<file path="src/rtl/neural_fetch_pc.sv">
// PC / fetch unit: owns the program counter, issues valid/ack fetches, hands words to decode.
// Latency: IF_ACK in cycle N gives ID_VLD in cycle N+1. A stalled word parks in a one-entry skid.
// Backpressure: HALT with ID_VLD holds ID_*; a word acked during the stall is skidded and fetch pauses.
module neural_fetch_pc #(
  parameter int                  XLEN       = 32,
  parameter logic [XLEN-1:0]     RESET_PC   = 'h00000000,
  parameter logic [XLEN-1:0]     TRAP_PC    = 'h00000100,
  parameter int                  STEP       = 4,
  parameter int                  ALIGN_BITS = 2
) (
  input  logic            CLK,
  input  logic            RES_N,
  output logic            IF_REQ,
  output logic [XLEN-1:0] IF_ADDR,
  input  logic            IF_ACK,
  input  logic [31:0]     IF_DATA,
  output logic            ID_VLD,
  output logic [XLEN-1:0] ID_PC,
  output logic [31:0]     ID_INSN,
  input  logic            HALT,
  input  logic            REDIR_VLD,
  input  logic [XLEN-1:0] REDIR_PC,
  input  logic            TRAP_VLD,
  output logic            MISALIGN
);

  localparam logic [1:0]      S_BOOT  = 2'd0;
  localparam logic [1:0]      S_REQ   = 2'd1;
  localparam logic [1:0]      S_WAIT  = 2'd2;
  localparam logic [XLEN-1:0] LP_STEP = XLEN'(STEP);

  // architectural / pipeline state
  logic [1:0]      r_state;
  logic [XLEN-1:0] r_pc;
  logic            r_id_vld;
  logic [XLEN-1:0] r_id_pc;
  logic [31:0]     r_id_insn;
  logic            r_skid_vld;
  logic [XLEN-1:0] r_skid_pc;
  logic [31:0]     r_skid_insn;
  logic            r_kill;
  logic [XLEN-1:0] r_pend_pc;
  logic            r_misalign;

  // decoded control
  logic            w_if_req;
  logic            w_redir;
  logic            w_mis;
  logic [XLEN-1:0] w_tgt;
  logic            w_ack;
  logic            w_free;
  logic            w_take;
  logic            w_to_id;
  logic            w_to_skid;
  logic            w_skid_out;
  logic            w_kill_ack;
  logic            w_redir_now;
  logic            w_redir_pend;
  logic [XLEN-1:0] w_pc_inc;

  assign w_if_req = (r_state == S_REQ);
  assign w_pc_inc = r_pc + LP_STEP;

  // redirect target selection: trap beats branch, a misaligned branch becomes a trap
  always_comb begin
    w_redir = TRAP_VLD | REDIR_VLD;
    w_mis   = REDIR_VLD & ~TRAP_VLD & (REDIR_PC[ALIGN_BITS-1:0] != '0);
    w_tgt   = (TRAP_VLD | w_mis) ? TRAP_PC : REDIR_PC;
  end

  // handshake qualification and data-path steering
  always_comb begin
    // an ack only counts while a request is actually outstanding
    w_ack        = w_if_req & IF_ACK;
    w_free       = ~r_id_vld | ~HALT;
    // a word is kept only if it is neither killed by an earlier redirect nor by one this cycle
    w_take       = w_ack & ~r_kill & ~w_redir;
    w_to_id      = w_take & w_free;
    w_to_skid    = w_take & ~w_free;
    w_skid_out   = (r_state == S_WAIT) & ~HALT & ~w_redir;
    w_kill_ack   = w_ack & r_kill & ~w_redir;
    // redirect can be applied now unless a request is in flight without its ack
    w_redir_now  = w_redir & (~w_if_req | IF_ACK);
    w_redir_pend = w_redir & w_if_req & ~IF_ACK;
  end

  // FSM: BOOT -> REQ, REQ <-> WAIT around decode stalls, redirects always land in REQ
  always_ff @(posedge CLK or negedge RES_N) begin
    if (!RES_N) begin
      r_state <= S_BOOT;
    end else begin
      case (r_state)
        S_BOOT:  r_state <= S_REQ;
        S_REQ:   if (w_to_skid) r_state <= S_WAIT;
        S_WAIT:  if (w_redir || w_skid_out) r_state <= S_REQ;
        default: r_state <= S_BOOT;
      endcase
      if (r_state == S_BOOT && w_redir) r_state <= S_REQ;
    end
  end

  // program counter: stays put while a request waits for its ack
  always_ff @(posedge CLK or negedge RES_N) begin
    if (!RES_N) begin
      r_pc <= RESET_PC;
    end else if (w_redir_now) begin
      r_pc <= w_tgt;
    end else if (w_kill_ack) begin
      r_pc <= r_pend_pc;
    end else if (w_take) begin
      r_pc <= w_pc_inc;
    end
  end

  // kill flag and pending target for redirects that arrive mid-request
  always_ff @(posedge CLK or negedge RES_N) begin
    if (!RES_N) begin
      r_kill    <= 1'b0;
      r_pend_pc <= '0;
    end else if (w_redir_pend) begin
      // a newer redirect simply overwrites the pending target
      r_kill    <= 1'b1;
      r_pend_pc <= w_tgt;
    end else if (w_redir_now || w_kill_ack) begin
      r_kill    <= 1'b0;
    end
  end

  // decode-facing register: load fresh word or skid word, drop when consumed, flush on redirect
  always_ff @(posedge CLK or negedge RES_N) begin
    if (!RES_N) begin
      r_id_vld  <= 1'b0;
      r_id_pc   <= '0;
      r_id_insn <= '0;
    end else if (w_redir) begin
      r_id_vld  <= 1'b0;
    end else if (w_to_id) begin
      r_id_vld  <= 1'b1;
      r_id_pc   <= r_pc;
      r_id_insn <= IF_DATA;
    end else if (w_skid_out) begin
      r_id_vld  <= 1'b1;
      r_id_pc   <= r_skid_pc;
      r_id_insn <= r_skid_insn;
    end else if (r_id_vld && !HALT) begin
      r_id_vld  <= 1'b0;
    end
  end

  // one-entry skid: catches the word acked while decode is stalled
  always_ff @(posedge CLK or negedge RES_N) begin
    if (!RES_N) begin
      r_skid_vld  <= 1'b0;
      r_skid_pc   <= '0;
      r_skid_insn <= '0;
    end else if (w_redir) begin
      r_skid_vld  <= 1'b0;
    end else if (w_to_skid) begin
      r_skid_vld  <= 1'b1;
      r_skid_pc   <= r_pc;
      r_skid_insn <= IF_DATA;
    end else if (w_skid_out) begin
      r_skid_vld  <= 1'b0;
    end
  end

  // misalign report, one cycle after the offending redirect
  always_ff @(posedge CLK or negedge RES_N) begin
    if (!RES_N) begin
      r_misalign <= 1'b0;
    end else begin
      r_misalign <= w_mis;
    end
  end

  assign IF_REQ   = w_if_req;
  assign IF_ADDR  = r_pc;
  assign ID_VLD   = r_id_vld;
  assign ID_PC    = r_id_pc;
  assign ID_INSN  = r_id_insn;
  assign MISALIGN = r_misalign;

endmodule

</file>
<file path="config.mk">
export PLATFORM = sky130hd
export DESIGN_NAME = neural_fetch_pc
export DESIGN_NICKNAME = d
export VERILOG_FILES = /design/src/rtl/neural_fetch_pc.sv
export SDC_FILE = /design/constraint.sdc
export NUM_CORES = 1
export LEC_CHECK = 0
export ABC_AREA = 1
export ABC_CLOCK_PERIOD_IN_PS = 1700
export CAP_MARGIN = 5
export CORE_ASPECT_RATIO = 1.4
export CORE_MARGIN = 1.5
export CORE_UTILIZATION = 30
export CTS_BUF_LIST = sky130_fd_sc_hd__clkbuf_8
export CTS_CLUSTER_DIAMETER = 120
export CTS_CLUSTER_SIZE = 10
export DETAILED_ROUTE_END_ITERATION = 8
export PLACE_DENSITY = 0.62
export SLEW_MARGIN = 20
export SYNTH_ARGS = -nofsm -noshare
export SYNTH_HDL_FRONTEND = slang
export SYNTH_SLANG_ARGS = --single-unit
</file>
<file path="constraint.sdc">
create_clock -name CLK -period 1.7 [get_ports CLK]
set_clock_uncertainty 0.15 [all_clocks]
set_input_delay 0.51 -clock CLK [delete_from_list [all_inputs] [get_ports CLK]]
set_output_delay 0.51 -clock CLK [all_outputs]
set_load 0.01 [all_outputs]
</file>
==> results of run 1 <==
[flip-flops by register name, indices dropped and copies added, names as in the netlist]
name,count
r_skid_pc,32
ID_PC,32
r_pend_pc,32
r_state,2
IF_ADDR,32
MISALIGN,1
r_kill,1
ID_VLD,1
r_skid_insn,32
ID_INSN,32
[power by group through the flow]
stage               Combinational [W]  Clock (W)  Sequential [W]
global route                  0.00668    0.00355         0.00618
detailed placement            0.00436          0         0.00623
floorplan                     0.00145          0         0.00642
finish                        0.00624    0.00330         0.00610
global placement              0.00429          0         0.00623
CTS                           0.00477    0.00338         0.00608
[worst reg2reg max path, stage by stage (launching register included)]
cell	delay, ns
dfrtp_1	0.43
nor2_4	0.15
buf_6	0.14
buf_6	0.12
nand2_8	0.05
buf_12	0.13
nand2_8	0.09
clkinv_8	0.09
buf_6	0.14
o21ai_2	0.12
o2111ai_2	0.20
[through the flow]
stage / cell area (µm²) / utilization [%] / setup TNS, ns / worst slack, ns
after floorplan: 9440 / - / -15.45 / -0.174
after global placement: 12300 / 40.0 / -121.85 / -0.751
after detailed placement: 12300 / 40.0 / -130.43 / -0.813
after CTS: 13300 / 43.1 / -29.65 / -0.204
after global routing: 15400 / 50.1 / -52.80 / -0.334
final: 15400 / 50.1 / -32.91 / -0.265
[worst paths after layout]
| kind | startpoint | end | slack [ns] | depth (start not counted) |
|---|---|---|---|---|
| worst max-delay path | r_state[1] | IF_ADDR[8] | -0.26 | 10 |
| worst min-delay path | TRAP_VLD | MISALIGN | 0.14 | 2 |
| worst max register to register | r_state[1] | IF_ADDR[8] | -0.26 | 10 |
| worst min register to register | r_pend_pc[4] | r_pend_pc[4] | 0.33 | 2 |
| max in group asynchronous | RES_N | r_skid_insn[17] | 0.54 | 3 |
| min in group asynchronous | RES_N | ID_PC[0] | 0.28 | 2 |
[timing repair]
| action | 4_1_cts | 5_1_grt |
|---|---|---|
| setup endpoints to repair | 290 | 295 |
| hold buffers | 1 | 0 |
| setup buffers | 56 | 51 |
| gates cloned | 5 | 23 |
| gates resized for setup | 540 | 355 |
| endpoints found under the hold margin | 105 | 0 |
| pin swaps | 6 | 75 |
[Yosys cell counts (3+ instances only)]
master    number
a21oi_1       60
inv_2          3
nand2_1      324
a31oi_1       14
nor2_4         3
nor2_1       102
buf_6          6
o21ai_1       22
o21ai_0      179
nand3_1       90
inv_1        137
dfrtp_1      197
clkbuf_1      42
buf_2         19
[final cells by class]
type / instances / area [µm²] / area share (%)
Clock buffer: 18 / 248 / 1.60
Clock inverter: 14 / 174 / 1.13
Inverter: 141 / 564 / 3.65
Multi-Input combinational cell: 813 / 4810 / 31.1
Sequential cell: 197 / 4960 / 32.1
Tap cell: 390 / 488 / 3.16
Timing Repair Buffer: 418 / 4210 / 27.3
[kinds of logic (layout without fill, tap and decap cells)]
group | Yosys count | in the layout
xor+xnor | 3 | 3
fa+ha+maj | 1 | 1
compound gates | 283 | 283
buf+inv | 208 | 591
flops | 197 | 197
simple gates | 526 | 526
[per-layer routing]
layer	global-route usage [%]	vias to the layer above	part of all wire [%]
met3	3.10	79	4.3
met5	0	-	0
met1	22.6	4617	38
met4	6.86	0	5.3
li1	-	4646	-
met2	32.3	299	52
==> summary.txt, run 1 <==
Power
  • Sequential share of power: 39.0%
  • Pint: between 0.01 and 0.015 W
  • PD cells: 1010 nW/µm²
  • Switch share: 34.6%
  • Static Leak: 7.41 nW
  • Total power: 0.0156 W
  • Peak VDD IR: 0.000595 V
  • Net switching power: 0.00541 W
  • Comb power frac: 39.9%
  • Clock group share of total power: 21.1%

Route
  • DR DRC count: 0
  • Initial drt markers: 602
  • WL per Instance: 17.8 µm
  • WL final: between 30000 and 40000 µm
  • ANT nets after route: 0
  • Detailed-route vias per instance: 4.84
  • TritonRoute pass-1 iters: 7
  • Via count: 9641

Synthesis
  • Main synth FF type: dfrtp_1
  • Cell area after synthesis: around 9400 µm²
  • Post-synth EDFFs: 0
  • Largest family of logic cells by synthesized area: simple AND/OR/NAND/NOR gates
  • Synth warn: 0
  • Share of the synthesized area in the top cell type: between 50 and 60%
  • Cells after Synth: ~1.2k
  • Synth Area in Simple Gates: 22.7%
  • Syn avg cell area: 7.73 µm²
  • Async SR Flop Fraction: 100%
  • Post-synthesis mux area share: 0%
  • Adder-cell share of the synthesized area: 0.133%
  • Top cells by area, synth: dfrtp_1 52%, nand2_1 13%, o21ai_0 9.5%
  • Complex-gate fraction of the synthesized area: 15.5%
  • Distinct cells, synth: 28
  • Yosys reg bits: 197
  • Xor and xnor area share after synthesis: less than 1%
  • Seq/Total Area, Yosys: around 52%
  • Cell taking the most area after synthesis: dfrtp_1
  • Synthesized Nets: approximately 1.3k

Finish
  • Layout cells sized above 1: 38.3%
  • N_diodes: 0
  • Syn-to-layout area delta: 64.1%
  • Commonest cells after routing, fill and taps aside: 280 x nand2_1, 176 x dfrtp_1, 169 x buf_4
  • Filler Cell Count: between 2k and 3k
  • Number of nets in the layout: 1659
  • Post-Layout Cell Count: ~2.0k
  • Most common cell after layout, fill and taps aside: nand2_1

Outcome
  • Run status: finished with violations
  • Failing checks: negative setup slack

Clock tree
  • Clk Latency, worst-skew pair: roughly 0.50 ns
  • Clock sinks: 197
  • TritonCTS clock tree: yes
  • Worst-path clk slew: about 0.1 ns
  • CTS buffer count: 17
  • Htree depth: 4
  • Root buf cell: clkbuf_8
  • Clock Path Buffers: 2

Global routing
  • Largest net degree at the start of global routing: 65
  • Number of global-route vias before repair: roughly 8.6k
  • GRT overflow: 0
  • GRT Total Usage: a little under a fifth
  • Initial antenna violation count: 0
  • First-pass GRT wire length: 46900 µm

STA
  • Worst slew pin tran: about 0.31 ns
  • Slew Limit Fails: 0
  • Setup Viol. Count Final: 244
  • Setup ws final: -0.265 ns
  • RSZ-0062 raised after global routing: yes
  • Period Utilization, post-route: 116%
  • Fmax: 509 MHz
  • Final hold slack: 0.144 ns
  • Relative slew slack: 79.1%
  • Min Tclk post-route: 1.96 ns
  • Hold Violations, Final: 0

Placed design
  • Post-DP HPWL: 20200 µm
  • Global placer's final weighted congestion: ~0.88
  • DP Cell Count: around 1.8k
  • IO buf count: 168

Setup path
  • Crit end category: register
  • Critical Path Fanout Max: 5
  • Crit path arrival time: 2.16 ns
  • Cell family with most CP delay: buffers and inverters
  • CP max stage delay: 0.43 ns
  • Worst Setup Path Type: register to register
  • Buffers & Inverters on Critical Path: 5
  • Worst Path Required: approximately 1.9 ns
  • CP Cell Sequence: nor2_4, buf_6, buf_6, nand2_8, buf_12, nand2_8, clkinv_8, buf_6, o21ai_2, o2111ai_2
  • Slowest CP cell: dfrtp_1
  • Crit path top cell by count: buf_6
  • Startpoint types: register

Floorplan
  • Initial Util: between 30% and 40%
  • Core ar.: approximately 30000 µm²
  • Die Ht: 213 µm
  • Die X: 153 µm
  • Die area: 32500 µm²
  • Row count: 76
  • IO Pins: approximately 170

Min path
  • Hold/Removal Path Class: primary input to register

Job
  • Max Cap Viol: 0
No activity file was read; power rests on OpenSTA's default activity.
==> run 2: changes to the inputs <==
--- a/config.mk
+++ b/config.mk
@@ -15,6 +15,7 @@
 export CTS_CLUSTER_DIAMETER = 120
 export CTS_CLUSTER_SIZE = 10
 export DETAILED_ROUTE_END_ITERATION = 8
+export MAX_ROUTING_LAYER = met4
 export PLACE_DENSITY = 0.62
 export SLEW_MARGIN = 20
 export SYNTH_ARGS = -nofsm -noshare
==> summary.txt, run 2 (synthesized netlist as in run 1, its figures left out) <==
Clock tree
  • TritonCTS clock tree: yes
  • Root buf cell: clkbuf_8
  • Clock Path Buffers: 2 (unchanged)
  • Clk Latency, worst-skew pair: 0.52 ns (+0.02 ns)
  • Worst-path clk slew: 0.11 ns (about the same)
  • Clock sinks: 197 (unchanged)
  • Htree depth: 4 (unchanged)
  • CTS buffer count: 17 (unchanged)

Finish
  • Most common cell after layout, fill and taps aside: nand2_1
  • Filler Cell Count: 3001 (+6.1%)
  • Number of nets in the layout: 1611 (-2.9%)
  • Syn-to-layout area delta: 50.7%
  • Layout cells sized above 1: 29.7% (-8.6 points)
  • Commonest cells after routing, fill and taps aside: 287 x nand2_1, 182 x dfrtp_1, 132 x inv_1
  • N_diodes: 0 (unchanged)

Power
  • PD cells: 1010 nW/µm² (-0.60%)
  • Static Leak: 6.89 nW (-6.9%)
  • Peak VDD IR: 0.000427 V (-28%)

STA
  • RSZ-0062 raised after global routing: yes
  • Min Tclk post-route: 1.95 ns (-0.0143 ns)
  • Hold Violations, Final: 0 (unchanged)
  • Setup ws final: -0.250 ns (+0.0143 ns)
  • Period Utilization, post-route: 115% (-0.84 points)
  • Relative slew slack: 79.9% (+0.86 points)
  • Fmax: 513 MHz (+0.73%)
  • Setup Viol. Count Final: 249 (+2.0%)
  • Slew Limit Fails: 0 (unchanged)
  • Worst slew pin tran: 0.301 ns (-0.0130 ns)
  • Final hold slack: 0.226 ns (+0.0816 ns)

Route
  • DR DRC count: 0 (unchanged)
  • Via count: 9193 (-4.6%)
  • Initial drt markers: 549 (-8.8%)
  • WL final: 31400 µm (-12%)
  • ANT nets after route: 0 (unchanged)
  • TritonRoute pass-1 iters: 5 (-2)
  • WL per Instance: 16.2 µm (-9.4%)
  • Detailed-route vias per instance: 4.73 (-2.3%)

Setup path
  • FF-to-FF End: ID_INSN[1]
  • Crit end category: register
  • Critical R2R Launch: r_state[1]
  • Worst Path Required: 1.97 ns (+0.08 ns)
  • Worst Setup Path Type: register to register
  • Critical Path Fanout Max: 32 (+27)
  • Startpoint types: register
  • CP Depth: 9 (-1)
  • CP max stage delay: 0.42 ns (about the same)
  • Flop2flop setup slack: -0.25 ns (about the same)
  • Crit path top cell by count: nor2_4
  • Buffers & Inverters on Critical Path: 3 (-2)
  • CP Cell Sequence: nor2_4, buf_6, nand3_4, nor2_4, nand2_4, o21ai_2, inv_4, buf_12, o21ai_0
  • Cell family with most CP delay: simple AND/OR/NAND/NOR gates
  • CP startpoint: r_state[1]
  • Worst r2r path cells: 9 (-1)
  • Slowest CP cell: dfrtp_1
  • Critical Path End: ID_INSN[1]
  • Crit path arrival time: 2.22 ns (+0.06 ns)

Global routing
  • First-pass GRT wire length: 46000 µm (-2.1%)
  • Initial antenna violation count: 0 (unchanged)
  • GRT Total Usage: 18.8% (+0.37 points)
  • GRT overflow: 0 (unchanged)
  • Largest net degree at the start of global routing: 65 (unchanged)
  • Number of global-route vias before repair: 8456 (-1.8%)

Floorplan
  • Core ar.: 30800 µm² (unchanged)
  • Die Ht: 213 µm (unchanged)
  • Initial Util: 30.5% (unchanged)
  • Row count: 76 (unchanged)
  • IO Pins: 169 (unchanged)
  • Die area: 32500 µm² (unchanged)
  • Die X: 153 µm (unchanged)

Job
  • Max Cap Viol: 0 (unchanged)

Placed design
  • Post-DP HPWL: 20100 µm (-0.18%)
  • Pre-CTS setup slack: -0.753 ns (+0.0603 ns)
  • Global placer's final weighted congestion: 0.888 (+1.1%)
  • IO buf count: 168 (unchanged)

Min path
  • Hold/Removal Path Class: primary input to register
  • Hold Startpoint: TRAP_VLD
  • Hold-critical path depth: 2 (unchanged)

Outcome
  • Run status: finished with violations
  • Failing checks: negative setup slack
==> run 2: changes by cell type in the layout (fill, tap and decap cells not counted), sizes merged <==
cell           delta
clkdlybuf4s50     +2
buf              -44
clkbuf            -4
inv               +4
clkinv            -5
bufbuf            +1
clkinvlp          +2
dlygate4sd2       +1
bufinv            -2
dlymetal6s2s      -3
==> run 2: worst min-delay path by stage <==
stage | to | slack, ns
after floorplan | ID_INSN[0] | 0.06
after global placement | MISALIGN | 0.29
after detailed placement | MISALIGN | 0.29
after CTS | MISALIGN | 0.18
after global routing | MISALIGN | 0.22
final | MISALIGN | 0.23
==> run 2: per-stage QoR <==
| step | setup TNS, ns | cells | util, % | area (µm²) | total power [W] |
|---|---|---|---|---|---|
| 2_1_floorplan | -15.45 | 1218 | - | 9440 | 0.00786 |
| 3_3_place_gp | -116.44 | 1817 | 39.9 | 12300 | 0.0105 |
| 3_5_place_dp | -122.66 | 1817 | 39.9 | 12300 | 0.0106 |
| 4_1_cts | -31.09 | 1917 | 43.3 | 13400 | 0.0140 |
| 5_1_grt | -54.32 | 1943 | 46.0 | 14200 | 0.0151 |
| 6_report | -37.18 | 1943 | 46.0 | 14200 | 0.0143 |
==> run 2: area by class of cell <==
class / count / area, µm² / share of cell area [%]
sequential: 197 / 4950 / 34.9
multi-input combinational: 813 / 4100 / 28.9
inverter: 141 / 534 / 3.77
timing repair inverter: 1 / 6.26 / 0.0441
timing repair buffer: 369 / 3710 / 26.2
clock buffer: 20 / 275 / 1.94
clock inverter: 12 / 118 / 0.829
tap: 390 / 488 / 3.44
==> run 2: power by group <==
part / internal, W / total, W / switching (W)
combinational: 0.00256 / 0.00510 / 0.00253
sequential: 0.00555 / 0.00608 / 0.000535
clock: 0.00130 / 0.00310 / 0.00180
==> run 2: repair_timing <==
action,in CTS,in global routing
hold buffers,1,0
endpoints found under the setup margin,266,295
setup buffers,58,13
hold endpoints to repair,24,0
cloned,10,15
pin swaps,16,18
resized for setup,523,163
==> run 2: layer usage <==
layer / GRT usage, % / share of wire, % / vias up
li1: - / - / 4548
met1: 22.2 / 41 / 4337
met2: 31.1 / 51 / 244
met3: 2.20 / 3.4 / 64
met4: 10.5 / 4.6 / 0
met5: - / 0 / -
==> run 2: worst register-to-register path, cell delays in order, from the launching register on <==
cell     delay, ns
dfrtp_1       0.42
nor2_4        0.16
buf_6         0.13
nand3_4       0.07
nor2_4        0.19
nand2_4       0.13
o21ai_2       0.11
inv_4         0.11
buf_12        0.18
o21ai_0       0.21
